## src/rtl/dla_axi4_sub_pkg.sv

```systemverilog
// ---------------------------------------------------------------------------
// dla_axi4_pkg : shared AXI4 response codes and channel FSM state encodings
// Revision: 1.0
// ---------------------------------------------------------------------------
`default_nettype none

package dla_axi4_pkg;

   typedef enum logic [1:0] {
      OKAY   = 2'b00,
      EXOKAY = 2'b01,
      SLVERR = 2'b10,
      DECERR = 2'b11
   } resp_t;

   typedef enum logic [1:0] {
      W_IDLE = 2'd0,
      W_DATA = 2'd1,
      B_RESP = 2'd2
   } wr_state_t;

   typedef enum logic [0:0] {
      R_IDLE = 1'b0,
      R_DATA = 1'b1
   } rd_state_t;

   // Bursts are never serviced, so a non-zero length outranks a bad address.
   function automatic resp_t resp_code(input logic [7:0] len, input logic in_range);
      if (len != 8'd0)
         return SLVERR;
      else if (!in_range)
         return DECERR;
      else
         return OKAY;
   endfunction

endpackage

`default_nettype wire

```

## src/rtl/dla_axi4_sub_if.sv

```systemverilog
// ---------------------------------------------------------------------------
// AXI_BUS : AXI4 channel bundle with Master/Slave modports
// Revision: 1.0
// ---------------------------------------------------------------------------
`default_nettype none

interface AXI_BUS #(
   parameter int AXI_ADDR_WIDTH = 32,
   parameter int AXI_DATA_WIDTH = 64,
   parameter int AXI_ID_WIDTH   = 4
);
   logic [AXI_ID_WIDTH-1:0]     aw_id;
   logic [AXI_ADDR_WIDTH-1:0]   aw_addr;
   logic [7:0]                  aw_len;
   logic                        aw_valid;
   logic                        aw_ready;
   logic [AXI_DATA_WIDTH-1:0]   w_data;
   logic [AXI_DATA_WIDTH/8-1:0] w_strb;
   logic                        w_last;
   logic                        w_valid;
   logic                        w_ready;
   logic [AXI_ID_WIDTH-1:0]     b_id;
   logic [1:0]                  b_resp;
   logic                        b_valid;
   logic                        b_ready;
   logic [AXI_ID_WIDTH-1:0]     ar_id;
   logic [AXI_ADDR_WIDTH-1:0]   ar_addr;
   logic [7:0]                  ar_len;
   logic                        ar_valid;
   logic                        ar_ready;
   logic [AXI_ID_WIDTH-1:0]     r_id;
   logic [AXI_DATA_WIDTH-1:0]   r_data;
   logic [1:0]                  r_resp;
   logic                        r_last;
   logic                        r_valid;
   logic                        r_ready;

   modport Master (
      output aw_id, aw_addr, aw_len, aw_valid, input aw_ready,
      output w_data, w_strb, w_last, w_valid, input w_ready,
      input b_id, b_resp, b_valid, output b_ready,
      output ar_id, ar_addr, ar_len, ar_valid, input ar_ready,
      input r_id, r_data, r_resp, r_last, r_valid, output r_ready
   );

   modport Slave (
      input aw_id, aw_addr, aw_len, aw_valid, output aw_ready,
      input w_data, w_strb, w_last, w_valid, output w_ready,
      output b_id, b_resp, b_valid, input b_ready,
      input ar_id, ar_addr, ar_len, ar_valid, output ar_ready,
      output r_id, r_data, r_resp, r_last, r_valid, input r_ready
   );

endinterface

`default_nettype wire

```

## src/rtl/dla_axi4_sub_regbank.sv

```systemverilog
// ---------------------------------------------------------------------------
// dla_axi4_sub_regbank : word bank, byte-strobed sync write, async read
// Revision: 1.0
// ---------------------------------------------------------------------------
`default_nettype none

module dla_axi4_sub_regbank #(
   parameter int AXI_DATA_WIDTH = 64,
   parameter int NUM_REGS       = 16
) (
   input  wire logic                          clk_i,
   input  wire logic                          rstn_i,
   input  wire logic                          i_we,
   input  wire logic [$clog2(NUM_REGS)-1:0]   i_widx,
   input  wire logic [AXI_DATA_WIDTH/8-1:0]   i_wstrb,
   input  wire logic [AXI_DATA_WIDTH-1:0]     i_wdata,
   input  wire logic [$clog2(NUM_REGS)-1:0]   i_ridx,
   output logic      [AXI_DATA_WIDTH-1:0]     o_rdata
);
   localparam int c_NBYTES = AXI_DATA_WIDTH / 8;

   logic [AXI_DATA_WIDTH-1:0] r_mem [NUM_REGS];

   always_ff @(posedge clk_i) begin
      if (!rstn_i) begin
         for (int i = 0; i < NUM_REGS; i++)
            r_mem[i] <= '0;
      end else if (i_we) begin
         for (int b = 0; b < c_NBYTES; b++)
            if (i_wstrb[b])
               r_mem[i_widx][b*8 +: 8] <= i_wdata[b*8 +: 8];
      end
   end

   assign o_rdata = r_mem[i_ridx];

endmodule

`default_nettype wire

```

## src/rtl/dla_axi4_sub.sv

```systemverilog
// ---------------------------------------------------------------------------
// dla_axi4_sub : non-pipelined AXI4 subordinate over a register bank
// Revision: 1.0
// ---------------------------------------------------------------------------
`default_nettype none

module dla_axi4_sub
   import dla_axi4_pkg::*;
#(
   parameter int AXI_ADDR_WIDTH = 32,
   parameter int AXI_DATA_WIDTH = 64,
   parameter int AXI_ID_WIDTH   = 4,
   parameter int NUM_REGS       = 16
) (
   input  wire logic                        clk_i,
   input  wire logic                        rstn_i,
   output logic                             wr_evt_o,
   output logic [$clog2(NUM_REGS)-1:0]      wr_idx_o,
   AXI_BUS.Slave                            pp_if
);
   localparam int c_OFFS = $clog2(AXI_DATA_WIDTH / 8);
   localparam int c_IDXW = $clog2(NUM_REGS);
   localparam logic [AXI_ADDR_WIDTH-1:0] c_LIMIT = AXI_ADDR_WIDTH'(NUM_REGS * (AXI_DATA_WIDTH / 8));

   wr_state_t                  r_wst, w_wst_nxt;
   logic [AXI_ADDR_WIDTH-1:0]  r_aw_addr;
   logic [AXI_ID_WIDTH-1:0]    r_aw_id, r_b_id;
   logic [7:0]                 r_aw_len;
   logic                       r_aw_ready, r_w_ready, r_b_valid, r_wr_evt;
   resp_t                      r_b_resp, w_wcode;
   logic [c_IDXW-1:0]          r_wr_idx, w_widx;
   logic                       w_aw_hs, w_w_hs, w_b_hs, w_we;

   rd_state_t                  r_rst, w_rst_nxt;
   logic                       r_ar_ready, r_r_valid, r_r_last;
   logic [AXI_DATA_WIDTH-1:0]  r_r_data, w_bank_rdata;
   resp_t                      r_r_resp, w_rcode;
   logic [AXI_ID_WIDTH-1:0]    r_r_id;
   logic [7:0]                 r_cnt;
   logic [c_IDXW-1:0]          w_ridx;
   logic                       w_ar_hs, w_r_hs;

   assign w_aw_hs = pp_if.aw_valid & r_aw_ready;
   assign w_w_hs  = pp_if.w_valid & r_w_ready;
   assign w_b_hs  = r_b_valid & pp_if.b_ready;
   assign w_wcode = resp_code(r_aw_len, r_aw_addr < c_LIMIT);
   assign w_widx  = r_aw_addr[c_OFFS +: c_IDXW];
   assign w_we    = w_w_hs && (w_wcode == OKAY);

   assign w_ar_hs = pp_if.ar_valid & r_ar_ready;
   assign w_r_hs  = r_r_valid & pp_if.r_ready;
   assign w_rcode = resp_code(pp_if.ar_len, pp_if.ar_addr < c_LIMIT);
   assign w_ridx  = pp_if.ar_addr[c_OFFS +: c_IDXW];

   dla_axi4_sub_regbank #(
      .AXI_DATA_WIDTH (AXI_DATA_WIDTH),
      .NUM_REGS       (NUM_REGS)
   ) u_bank (
      .clk_i   (clk_i),
      .rstn_i  (rstn_i),
      .i_we    (w_we),
      .i_widx  (w_widx),
      .i_wstrb (pp_if.w_strb),
      .i_wdata (pp_if.w_data),
      .i_ridx  (w_ridx),
      .o_rdata (w_bank_rdata)
   );

   always_ff @(posedge clk_i) begin
      if (!rstn_i) begin
         r_wst <= W_IDLE;
         r_rst <= R_IDLE;
      end else begin
         r_wst <= w_wst_nxt;
         r_rst <= w_rst_nxt;
      end
   end

   always_comb begin
      w_wst_nxt = r_wst;
      case (r_wst)
         W_IDLE:  if (w_aw_hs) w_wst_nxt = W_DATA;
         W_DATA:  if (w_w_hs && pp_if.w_last) w_wst_nxt = B_RESP;
         B_RESP:  if (w_b_hs) w_wst_nxt = W_IDLE;
         default: w_wst_nxt = W_IDLE;
      endcase
      w_rst_nxt = r_rst;
      case (r_rst)
         R_IDLE:  if (w_ar_hs) w_rst_nxt = R_DATA;
         R_DATA:  if (w_r_hs && (r_cnt == 8'd0)) w_rst_nxt = R_IDLE;
         default: w_rst_nxt = R_IDLE;
      endcase
   end

   always_ff @(posedge clk_i) begin
      if (!rstn_i) begin
         r_aw_addr  <= '0;
         r_aw_id    <= '0;
         r_aw_len   <= '0;
         r_aw_ready <= 1'b1;
         r_w_ready  <= 1'b0;
         r_b_valid  <= 1'b0;
         r_b_resp   <= OKAY;
         r_b_id     <= '0;
         r_wr_evt   <= 1'b0;
         r_wr_idx   <= '0;
      end else begin
         r_wr_evt <= w_we;
         if (w_we)
            r_wr_idx <= w_widx;
         if (w_aw_hs) begin
            r_aw_addr  <= pp_if.aw_addr;
            r_aw_id    <= pp_if.aw_id;
            r_aw_len   <= pp_if.aw_len;
            r_aw_ready <= 1'b0;
            r_w_ready  <= 1'b1;
         end
         if (w_w_hs && pp_if.w_last) begin
            r_w_ready <= 1'b0;
            r_b_valid <= 1'b1;
            r_b_id    <= r_aw_id;
            r_b_resp  <= w_wcode;
         end
         if (w_b_hs) begin
            r_b_valid  <= 1'b0;
            r_aw_ready <= 1'b1;
         end
      end
   end

   // First beat samples the bank before any same-edge write lands.
   always_ff @(posedge clk_i) begin
      if (!rstn_i) begin
         r_ar_ready <= 1'b1;
         r_r_valid  <= 1'b0;
         r_r_data   <= '0;
         r_r_resp   <= OKAY;
         r_r_last   <= 1'b0;
         r_r_id     <= '0;
         r_cnt      <= '0;
      end else if (w_ar_hs) begin
         r_ar_ready <= 1'b0;
         r_r_valid  <= 1'b1;
         r_r_id     <= pp_if.ar_id;
         r_r_resp   <= w_rcode;
         r_r_data   <= (w_rcode == OKAY) ? w_bank_rdata : '0;
         r_r_last   <= (pp_if.ar_len == 8'd0);
         r_cnt      <= pp_if.ar_len;
      end else if (w_r_hs) begin
         if (r_cnt == 8'd0) begin
            r_r_valid  <= 1'b0;
            r_ar_ready <= 1'b1;
         end else begin
            r_cnt    <= r_cnt - 8'd1;
            r_r_data <= '0;
            r_r_resp <= SLVERR;
            r_r_last <= (r_cnt == 8'd1);
         end
      end
   end

   assign pp_if.aw_ready = r_aw_ready;
   assign pp_if.w_ready  = r_w_ready;
   assign pp_if.b_valid  = r_b_valid;
   assign pp_if.b_resp   = r_b_resp;
   assign pp_if.b_id     = r_b_id;
   assign pp_if.ar_ready = r_ar_ready;
   assign pp_if.r_valid  = r_r_valid;
   assign pp_if.r_data   = r_r_data;
   assign pp_if.r_resp   = r_r_resp;
   assign pp_if.r_last   = r_r_last;
   assign pp_if.r_id     = r_r_id;
   assign wr_evt_o       = r_wr_evt;
   assign wr_idx_o       = r_wr_idx;

endmodule

`default_nettype wire

```

## src/flat_wrapper.sv

```systemverilog
// flat-port wrapper written by rule: the top's interface ports become plain ports
module dla_axi4_sub_flat import dla_axi4_pkg::*;
#(
   parameter int AXI_ADDR_WIDTH = 32,
   parameter int AXI_DATA_WIDTH = 64,
   parameter int AXI_ID_WIDTH   = 4,
   parameter int NUM_REGS       = 16
)
  (clk_i, rstn_i, wr_evt_o, wr_idx_o, pp_if_aw_id, pp_if_aw_addr, pp_if_aw_len, pp_if_aw_valid, pp_if_aw_ready, pp_if_w_data, pp_if_w_strb, pp_if_w_last, pp_if_w_valid, pp_if_w_ready, pp_if_b_id, pp_if_b_resp, pp_if_b_valid, pp_if_b_ready, pp_if_ar_id, pp_if_ar_addr, pp_if_ar_len, pp_if_ar_valid, pp_if_ar_ready, pp_if_r_id, pp_if_r_data, pp_if_r_resp, pp_if_r_last, pp_if_r_valid, pp_if_r_ready);
  AXI_BUS #(.AXI_ADDR_WIDTH(AXI_ADDR_WIDTH), .AXI_DATA_WIDTH(AXI_DATA_WIDTH), .AXI_ID_WIDTH(AXI_ID_WIDTH)) pp_if_i ();
  input  wire logic clk_i;
  input  wire logic rstn_i;
  output logic wr_evt_o;
  output logic [$clog2(NUM_REGS)-1:0] wr_idx_o;
  input wire logic [$bits(pp_if_i.aw_id)-1:0] pp_if_aw_id;
  input wire logic [$bits(pp_if_i.aw_addr)-1:0] pp_if_aw_addr;
  input wire logic [$bits(pp_if_i.aw_len)-1:0] pp_if_aw_len;
  input wire logic [$bits(pp_if_i.aw_valid)-1:0] pp_if_aw_valid;
  output wire logic [$bits(pp_if_i.aw_ready)-1:0] pp_if_aw_ready;
  input wire logic [$bits(pp_if_i.w_data)-1:0] pp_if_w_data;
  input wire logic [$bits(pp_if_i.w_strb)-1:0] pp_if_w_strb;
  input wire logic [$bits(pp_if_i.w_last)-1:0] pp_if_w_last;
  input wire logic [$bits(pp_if_i.w_valid)-1:0] pp_if_w_valid;
  output wire logic [$bits(pp_if_i.w_ready)-1:0] pp_if_w_ready;
  output wire logic [$bits(pp_if_i.b_id)-1:0] pp_if_b_id;
  output wire logic [$bits(pp_if_i.b_resp)-1:0] pp_if_b_resp;
  output wire logic [$bits(pp_if_i.b_valid)-1:0] pp_if_b_valid;
  input wire logic [$bits(pp_if_i.b_ready)-1:0] pp_if_b_ready;
  input wire logic [$bits(pp_if_i.ar_id)-1:0] pp_if_ar_id;
  input wire logic [$bits(pp_if_i.ar_addr)-1:0] pp_if_ar_addr;
  input wire logic [$bits(pp_if_i.ar_len)-1:0] pp_if_ar_len;
  input wire logic [$bits(pp_if_i.ar_valid)-1:0] pp_if_ar_valid;
  output wire logic [$bits(pp_if_i.ar_ready)-1:0] pp_if_ar_ready;
  output wire logic [$bits(pp_if_i.r_id)-1:0] pp_if_r_id;
  output wire logic [$bits(pp_if_i.r_data)-1:0] pp_if_r_data;
  output wire logic [$bits(pp_if_i.r_resp)-1:0] pp_if_r_resp;
  output wire logic [$bits(pp_if_i.r_last)-1:0] pp_if_r_last;
  output wire logic [$bits(pp_if_i.r_valid)-1:0] pp_if_r_valid;
  input wire logic [$bits(pp_if_i.r_ready)-1:0] pp_if_r_ready;
  assign pp_if_i.aw_id = pp_if_aw_id;
  assign pp_if_i.aw_addr = pp_if_aw_addr;
  assign pp_if_i.aw_len = pp_if_aw_len;
  assign pp_if_i.aw_valid = pp_if_aw_valid;
  assign pp_if_aw_ready = pp_if_i.aw_ready;
  assign pp_if_i.w_data = pp_if_w_data;
  assign pp_if_i.w_strb = pp_if_w_strb;
  assign pp_if_i.w_last = pp_if_w_last;
  assign pp_if_i.w_valid = pp_if_w_valid;
  assign pp_if_w_ready = pp_if_i.w_ready;
  assign pp_if_b_id = pp_if_i.b_id;
  assign pp_if_b_resp = pp_if_i.b_resp;
  assign pp_if_b_valid = pp_if_i.b_valid;
  assign pp_if_i.b_ready = pp_if_b_ready;
  assign pp_if_i.ar_id = pp_if_ar_id;
  assign pp_if_i.ar_addr = pp_if_ar_addr;
  assign pp_if_i.ar_len = pp_if_ar_len;
  assign pp_if_i.ar_valid = pp_if_ar_valid;
  assign pp_if_ar_ready = pp_if_i.ar_ready;
  assign pp_if_r_id = pp_if_i.r_id;
  assign pp_if_r_data = pp_if_i.r_data;
  assign pp_if_r_resp = pp_if_i.r_resp;
  assign pp_if_r_last = pp_if_i.r_last;
  assign pp_if_r_valid = pp_if_i.r_valid;
  assign pp_if_i.r_ready = pp_if_r_ready;
  dla_axi4_sub #(.AXI_ADDR_WIDTH(AXI_ADDR_WIDTH), .AXI_DATA_WIDTH(AXI_DATA_WIDTH), .AXI_ID_WIDTH(AXI_ID_WIDTH), .NUM_REGS(NUM_REGS)) u_core (.clk_i(clk_i), .rstn_i(rstn_i), .wr_evt_o(wr_evt_o), .wr_idx_o(wr_idx_o), .pp_if(pp_if_i));
endmodule
```

## config.mk

```make
export PLATFORM = sky130hd
export DESIGN_NAME = dla_axi4_sub_flat
export DESIGN_NICKNAME = d
export VERILOG_FILES = /design/src/rtl/dla_axi4_sub_pkg.sv /design/src/rtl/dla_axi4_sub_if.sv /design/src/rtl/dla_axi4_sub_regbank.sv /design/src/rtl/dla_axi4_sub.sv /design/src/flat_wrapper.sv
export SDC_FILE = /design/constraint.sdc
export NUM_CORES = 2
export LEC_CHECK = 0
export CORE_AREA = 4 4 319 321
export CTS_CLUSTER_DIAMETER = 150
export DETAILED_ROUTE_END_ITERATION = 7
export DIE_AREA = 0 0 323 325
export GPL_ROUTABILITY_DRIVEN = 0
export GPL_TIMING_DRIVEN = 0
export PLACE_DENSITY_LB_ADDON = 0.3
export SYNTH_ARGS = -nofsm -noshare
export SYNTH_HDL_FRONTEND = slang
export SYNTH_SLANG_ARGS = --single-unit
```

## constraint.sdc

```tcl
create_clock -name clk_i -period 7.7 [get_ports clk_i]
set_clock_uncertainty 0.05 [all_clocks]
set_input_delay 1.155 -clock clk_i [delete_from_list [all_inputs] [get_ports clk_i]]
set_output_delay 1.155 -clock clk_i [all_outputs]
set_load 0.01 [all_outputs]
```

== After elaboration in Yosys (flattened, before gate mapping) ==
Memory sizes are Yosys's and may differ from the RTL's.
Index checks and enable logic that the tools add are counted.

* Register bits after elaboration: 139
* Bits in writable memories: 1024
* Output and inout port bits: 87
* Memories kept: 1

{| class="wikitable"
|+ Memories
! name !! words !! width !! rd ports !! clocked after Yosys merged registers in !! write ports !! line !! text
|-
| u_core.u_bank.r_mem || 16 || 64 || 1 || 0 || 16 || dla_axi4_sub_regbank.sv:22 || <nowiki>logic [AXI_DATA_WIDTH-1:0] r_mem [NUM_REGS];</nowiki>
|}

* $add $sub $neg: 1
* Order comparisons: 2
* Equal/unequal tests: 2
* Muxes and demuxes: 59
* Bitwise operators: 6
* Reductions and logical operators: 15

{| class="wikitable"
|+ Operators with widths
! operator !! count
|-
| two-way mux 64 bit || 5
|-
| less-than comparator 32 x 8 -> 1 bit, second input constant || 2
|-
| OR reduction 64 bit || 1
|-
| two-way mux 1 bit || 42
|-
| two-way mux 8 bit || 4
|-
| logical NOT 8 bit || 2
|-
| nonzero test 8 bit || 2
|-
| two-way mux 2 bit || 7
|-
| equality test 8 x 1 -> 1 bit, second input constant || 1
|-
| subtractor 8 x 1 -> 8 bit, second input constant || 1
|-
| bitwise AND 1 bit || 5
|-
| logical NOT 2 bit || 2
|-
| two-way mux 4 bit || 1
|-
| AND reduction 2 bit || 2
|-
| nonzero test 2 bit || 2
|-
| OR reduction 2 bit || 2
|-
| logical AND 1 bit || 2
|-
| inequality test 2 x 1 -> 1 bit, second input constant || 1
|-
| inverter 1 bit || 1
|}

== Logic depth before layout (Yosys ltp) ==
* Word-level depth: 10
* Mapped depth: 8

== Modules after synthesis ==
A second synthesis with hierarchy kept.

* Cells, all modules: 3537
* Area total of the unflattened synthesis: 49246.0 µm²

{| class="wikitable"
|+ By module, submodules not included
! module !! instances !! cells an instance !! area an instance (µm²) !! seq. area each (µm²)
|-
| dla_axi4_sub_regbank || 1 || 3032 || 44257.4 || 30749.5
|-
| dla_axi4_sub || 1 || 505 || 4988.5 || 2722.6
|}

== Worst setup path after synthesis ==
No wires, ideal clock.

* Path type: input port to flip-flop
* From: input pp_if_w_valid
* To: memory u_core.u_bank.r_mem[10][48] (enable)
* Setup time: 0.384 ns
* Arrival: 2.539 ns
* Data required time: 7.266 ns
* Path slack: 4.727 ns
* Cell stages on the path: 3
* Path buffers: 0
* Path through: nand4_2 -> or4_4 -> o21ai_0

{| class="wikitable"
|+ RTL lines
! item !! line !! text
|-
| from (decl) || flat_wrapper.sv:23 || <nowiki>input wire logic [$bits(pp_if_i.w_valid)-1:0] pp_if_w_valid;</nowiki>
|-
| to (decl) || dla_axi4_sub_regbank.sv:22 ||
|}

==> run_results.csv <==
group,metric,value,unit
setup_path,crit_fanout,10,
logic_synthesis,synth-warning-count,0,
logic_synthesis,syn-num-nets,3748,
flow_run,maxCapViolations,0,
timing,tightest_slew,1410,ps
setup_path,cp.required,7890,ps
floorplan,die_h,325,um
cts,tritoncts,"built",
cts,clock-sinks,1160,
cts,htreeDepth,3,
pwr,p_int,10900,uW
route,firstDrtPassIters,8,
pwr,power.total,14100,uW
placement,post-dp-hpwl,106,mm
logic_synthesis,synth_seq_cells,1160,
setup_path,r2r_slack,3900,ps
setup_path,crit_type,"in -> reg",
logic_synthesis,synth_top_cell_by_area,"edfxtp_1",
logic_synthesis,async_flop_share,0,%
logic_synthesis,yosysUniqueCellTypes,57,
logic_synthesis,postSynthCellCount,3578,
logic_synthesis,synth_area,49200,um^2
pwr,p_per_area,245,nW/um^2
setup_path,critPathLaunchType,"primary input",
cts,post_cts_buffers,0,
floorplan,core_area,99300,um^2
min_path,min_path_cells,2,
global_route,grt_pass1_vias,33294,
cts,path_clk_slew,60,ps
pwr,p_switching,3180,uW
global_route,grt_max_degree,15,
logic_synthesis,yosysSeqAreaShare,68.0,%
final_layout,stdcell_count,5369,
pwr,p_clk_share,42.3,%
route,vias_per_cell,6.25,
pwr,swShare,22.5,%
cts,worstSkewPairLatency,700,ps
logic_synthesis,synth-edff-count,1024,
global_route,grt.total_usage,29.2,%
timing,period_share,57.0,%
cts,hold_buffers,0,
logic_synthesis,ys_top_cells_by_area,"edfxtp_1, mux4_2, nor2_1",
cts,cts_buffers,115,
floorplan,start_util,49.6,%
min_path,hold_class,"reg -> reg",
floorplan,dieArea,105000,um^2
pwr,power_frac_seq,50.4,%
timing,fin_ws,3310,ps
floorplan,std_cell_rows,116,
placement,port-buffer-count,245,
logic_synthesis,avgSynthCellArea,13.8,um^2
min_path,holdCritStartpoint,"u_core.r_aw_id[2]",
setup_path,rr_worst_depth,6,
logic_synthesis,synth_top_flop_cell,"edfxtp_1",
logic_synthesis,synth_top_area_share,62.5,%
cts,cts_resized,0,
timing,setup_tns,0,ps
final_layout,fin_util,58.0,%
route,wire_per_inst,28.9,um
timing,hold_viol,0,
global_route,antenna_found_initial,6,
setup_path,arrival,4580,ps
timing,period_needed,4390,ps
timing,rsz0062_at_grt,"no",
cts,cts_root_buf,"clkbuf_16",
final_layout,area_delta_synth_final,17.0,%
setup_path,r2r-end,"u_core.u_bank.r_mem[9][4]",
final_layout,drive_gt1_share,15.6,%
route,vias,33533,
placement,post-place-cells,5148,
timing,slew_viol_final,0,
global_route,grt_pass1_wl,222,mm
global_route,gr-total-overflow,0,
min_path,hold_end,"u_core.pp_if.b_id[2]",
floorplan,ioPinCount,255,
timing,fmax,228,MHz
cts,cts_max_path_buffers,3,
setup_path,end_kind,"flop",
setup_path,worstReg2RegStart,"u_core.r_aw_len[0]",
pwr,peakVddDrop,0.236,mV
placement,place_ws,2680,ps
floorplan,die_w,323,um
route,drc,0,
timing,finalSetupViolCount,0,
route,drt-initial-drc-count,4765,
route,wl,155,mm
final_layout,final_nets,4137,
pwr,power.static_leakage,0.0192,uW
outcome,status,"complete, no violations",
pwr,p_comb_share,7.4,%
route,drtAntennaViolNets,0,
timing,relSlewSlack,5.82,%
==> how the worst max path moves through the flow <==
stage	startpoint	end	slack [ps]	depth (start not counted)
floorplan	pp_if_w_valid	u_core.u_bank.r_mem[10][48]	4730	3
global placement	rstn_i	u_core.pp_if.r_data[1]	1940	5
detailed placement	rstn_i	u_core.u_bank.r_mem[0][32]	2680	5
CTS	rstn_i	u_core.u_bank.r_mem[1][13]	3400	5
global route	rstn_i	u_core.u_bank.r_mem[0][5]	3370	5
finish	rstn_i	u_core.u_bank.r_mem[0][5]	3310	5
==> critical path, cell delays in order <==
cell and delay (ps):
clkdlybuf4s50_1 1400, clkbuf_1 340, buf_2 340, clkbuf_1 630
o21ai_0 700
==> cells in the final DEF, fill, tap and decap left out, types with 18 or more instances in the layout <==
| master | count |
|---|---|
| nor2_1 | 1110 |
| edfxtp_1 | 1024 |
| mux4_2 | 256 |
| clkdlybuf4s50_1 | 245 |
| nand2_1 | 203 |
| clkbuf_1 | 176 |
| dfxtp_1 | 136 |
| o22ai_1 | 126 |
| o21ai_1 | 125 |
| clkbuf_16 | 125 |
| buf_2 | 119 |
| a22o_1 | 63 |
| a21oi_1 | 59 |
| buf_1 | 33 |
| buf_4 | 31 |
| clkinv_2 | 18 |
==> per-layer routing <==
metal / track usage (%) / up-vias / part of all wire (%)
met3: 9.42 / 466 / 14
met4: 12.4 / 6 / 4.9
li1: - / 13942 / -
met2: 45.4 / 2562 / 46
met5: 1.02 / - / 0.080
met1: 38.0 / 16557 / 35
==> power by group through the flow <==
| stage | clock network (uW) | registers [uW] | logic, uW |
|---|---|---|---|
| floorplan | 0 | 7200 | 598 |
| global placement | 0 | 7220 | 999 |
| detailed placement | 0 | 7230 | 1020 |
| CTS | 5940 | 7100 | 1030 |
| global route | 6200 | 7110 | 1090 |
| finish | 5950 | 7100 | 1040 |
==> kinds of logic (layout without fill, tap and decap cells) <==
kind of cell,Yosys count,in the layout,synth area share (%)
AOI/OAI and AO/OA,409,409,5.10
xor gates and xnor gates,3,3,0.0534
adders and majority gates,2,2,0.0509
buffers and inverters,332,819,3.05
DFF,1160,1160,68.0
muxes,258,258,11.8
other,0,6,0
and+or+nand+nor,1414,1414,12.0
==> cell type report <==
type / instances / area [um^2]
Sequential cell: 1160 / 33500
Tap cell: 1298 / 1620
Clock buffer: 156 / 3360
Multi-Input combinational cell: 2086 / 14200
Timing Repair Buffer: 272 / 2690
Fill cell: 7881 / 41700
Buffer: 328 / 1490
Antenna cell: 6 / 15.0
Clock inverter: 59 / 654
Inverter: 4 / 15.0
==> state kept, by name, summed over array words and instances (netlist names), 2 cells and up <==
name and cells:
u_core.pp_if.b_id 4, u_core.pp_if.b_resp 2, u_core.pp_if.r_data 64, u_core.pp_if.r_id 4
u_core.pp_if.r_resp 2, u_core.r_aw_addr 29, u_core.r_aw_id 4, u_core.r_aw_len 8
u_core.r_cnt 8, u_core.u_bank.r_mem 1024, u_core.wr_idx_o 4
==> through the flow <==
stage | instance area, um^2 | hold WS [ps]
global route | 57500 | 425
floorplan | 49200 | 382
global placement | 53300 | 390
detailed placement | 53500 | 394
CTS | 57500 | 404
finish | 57500 | 404
==> cell usage after synthesis (2+ instances only) <==
cell and number:
nor4_1 11, inv_1 4, ha_1 2, and2_1 10, buf_1 33, nand2_1 203
a211oi_1 3, and4_1 2, or4_4 3, and3_1 2, buf_2 119, o21ai_1 90
or2_2 3, a31oi_1 3, nand4_4 15, buf_4 7, edfxtp_1 1024, nor3_1 14
nand4_2 2, xnor2_1 3, nand4_1 8, mux4_2 256, nor2b_1 3, nor2_1 1110
nor4_4 2, a311oi_1 2, a211o_1 2, a22o_1 63, o21ai_0 48, nand3_1 6
nor4_2 7, clkbuf_1 158, o22ai_1 126, o31ai_1 4, nand2b_1 6, dfxtp_1 136
buf_6 10, a21oi_1 59
Note: power is estimated with default switching activity, not from simulation.
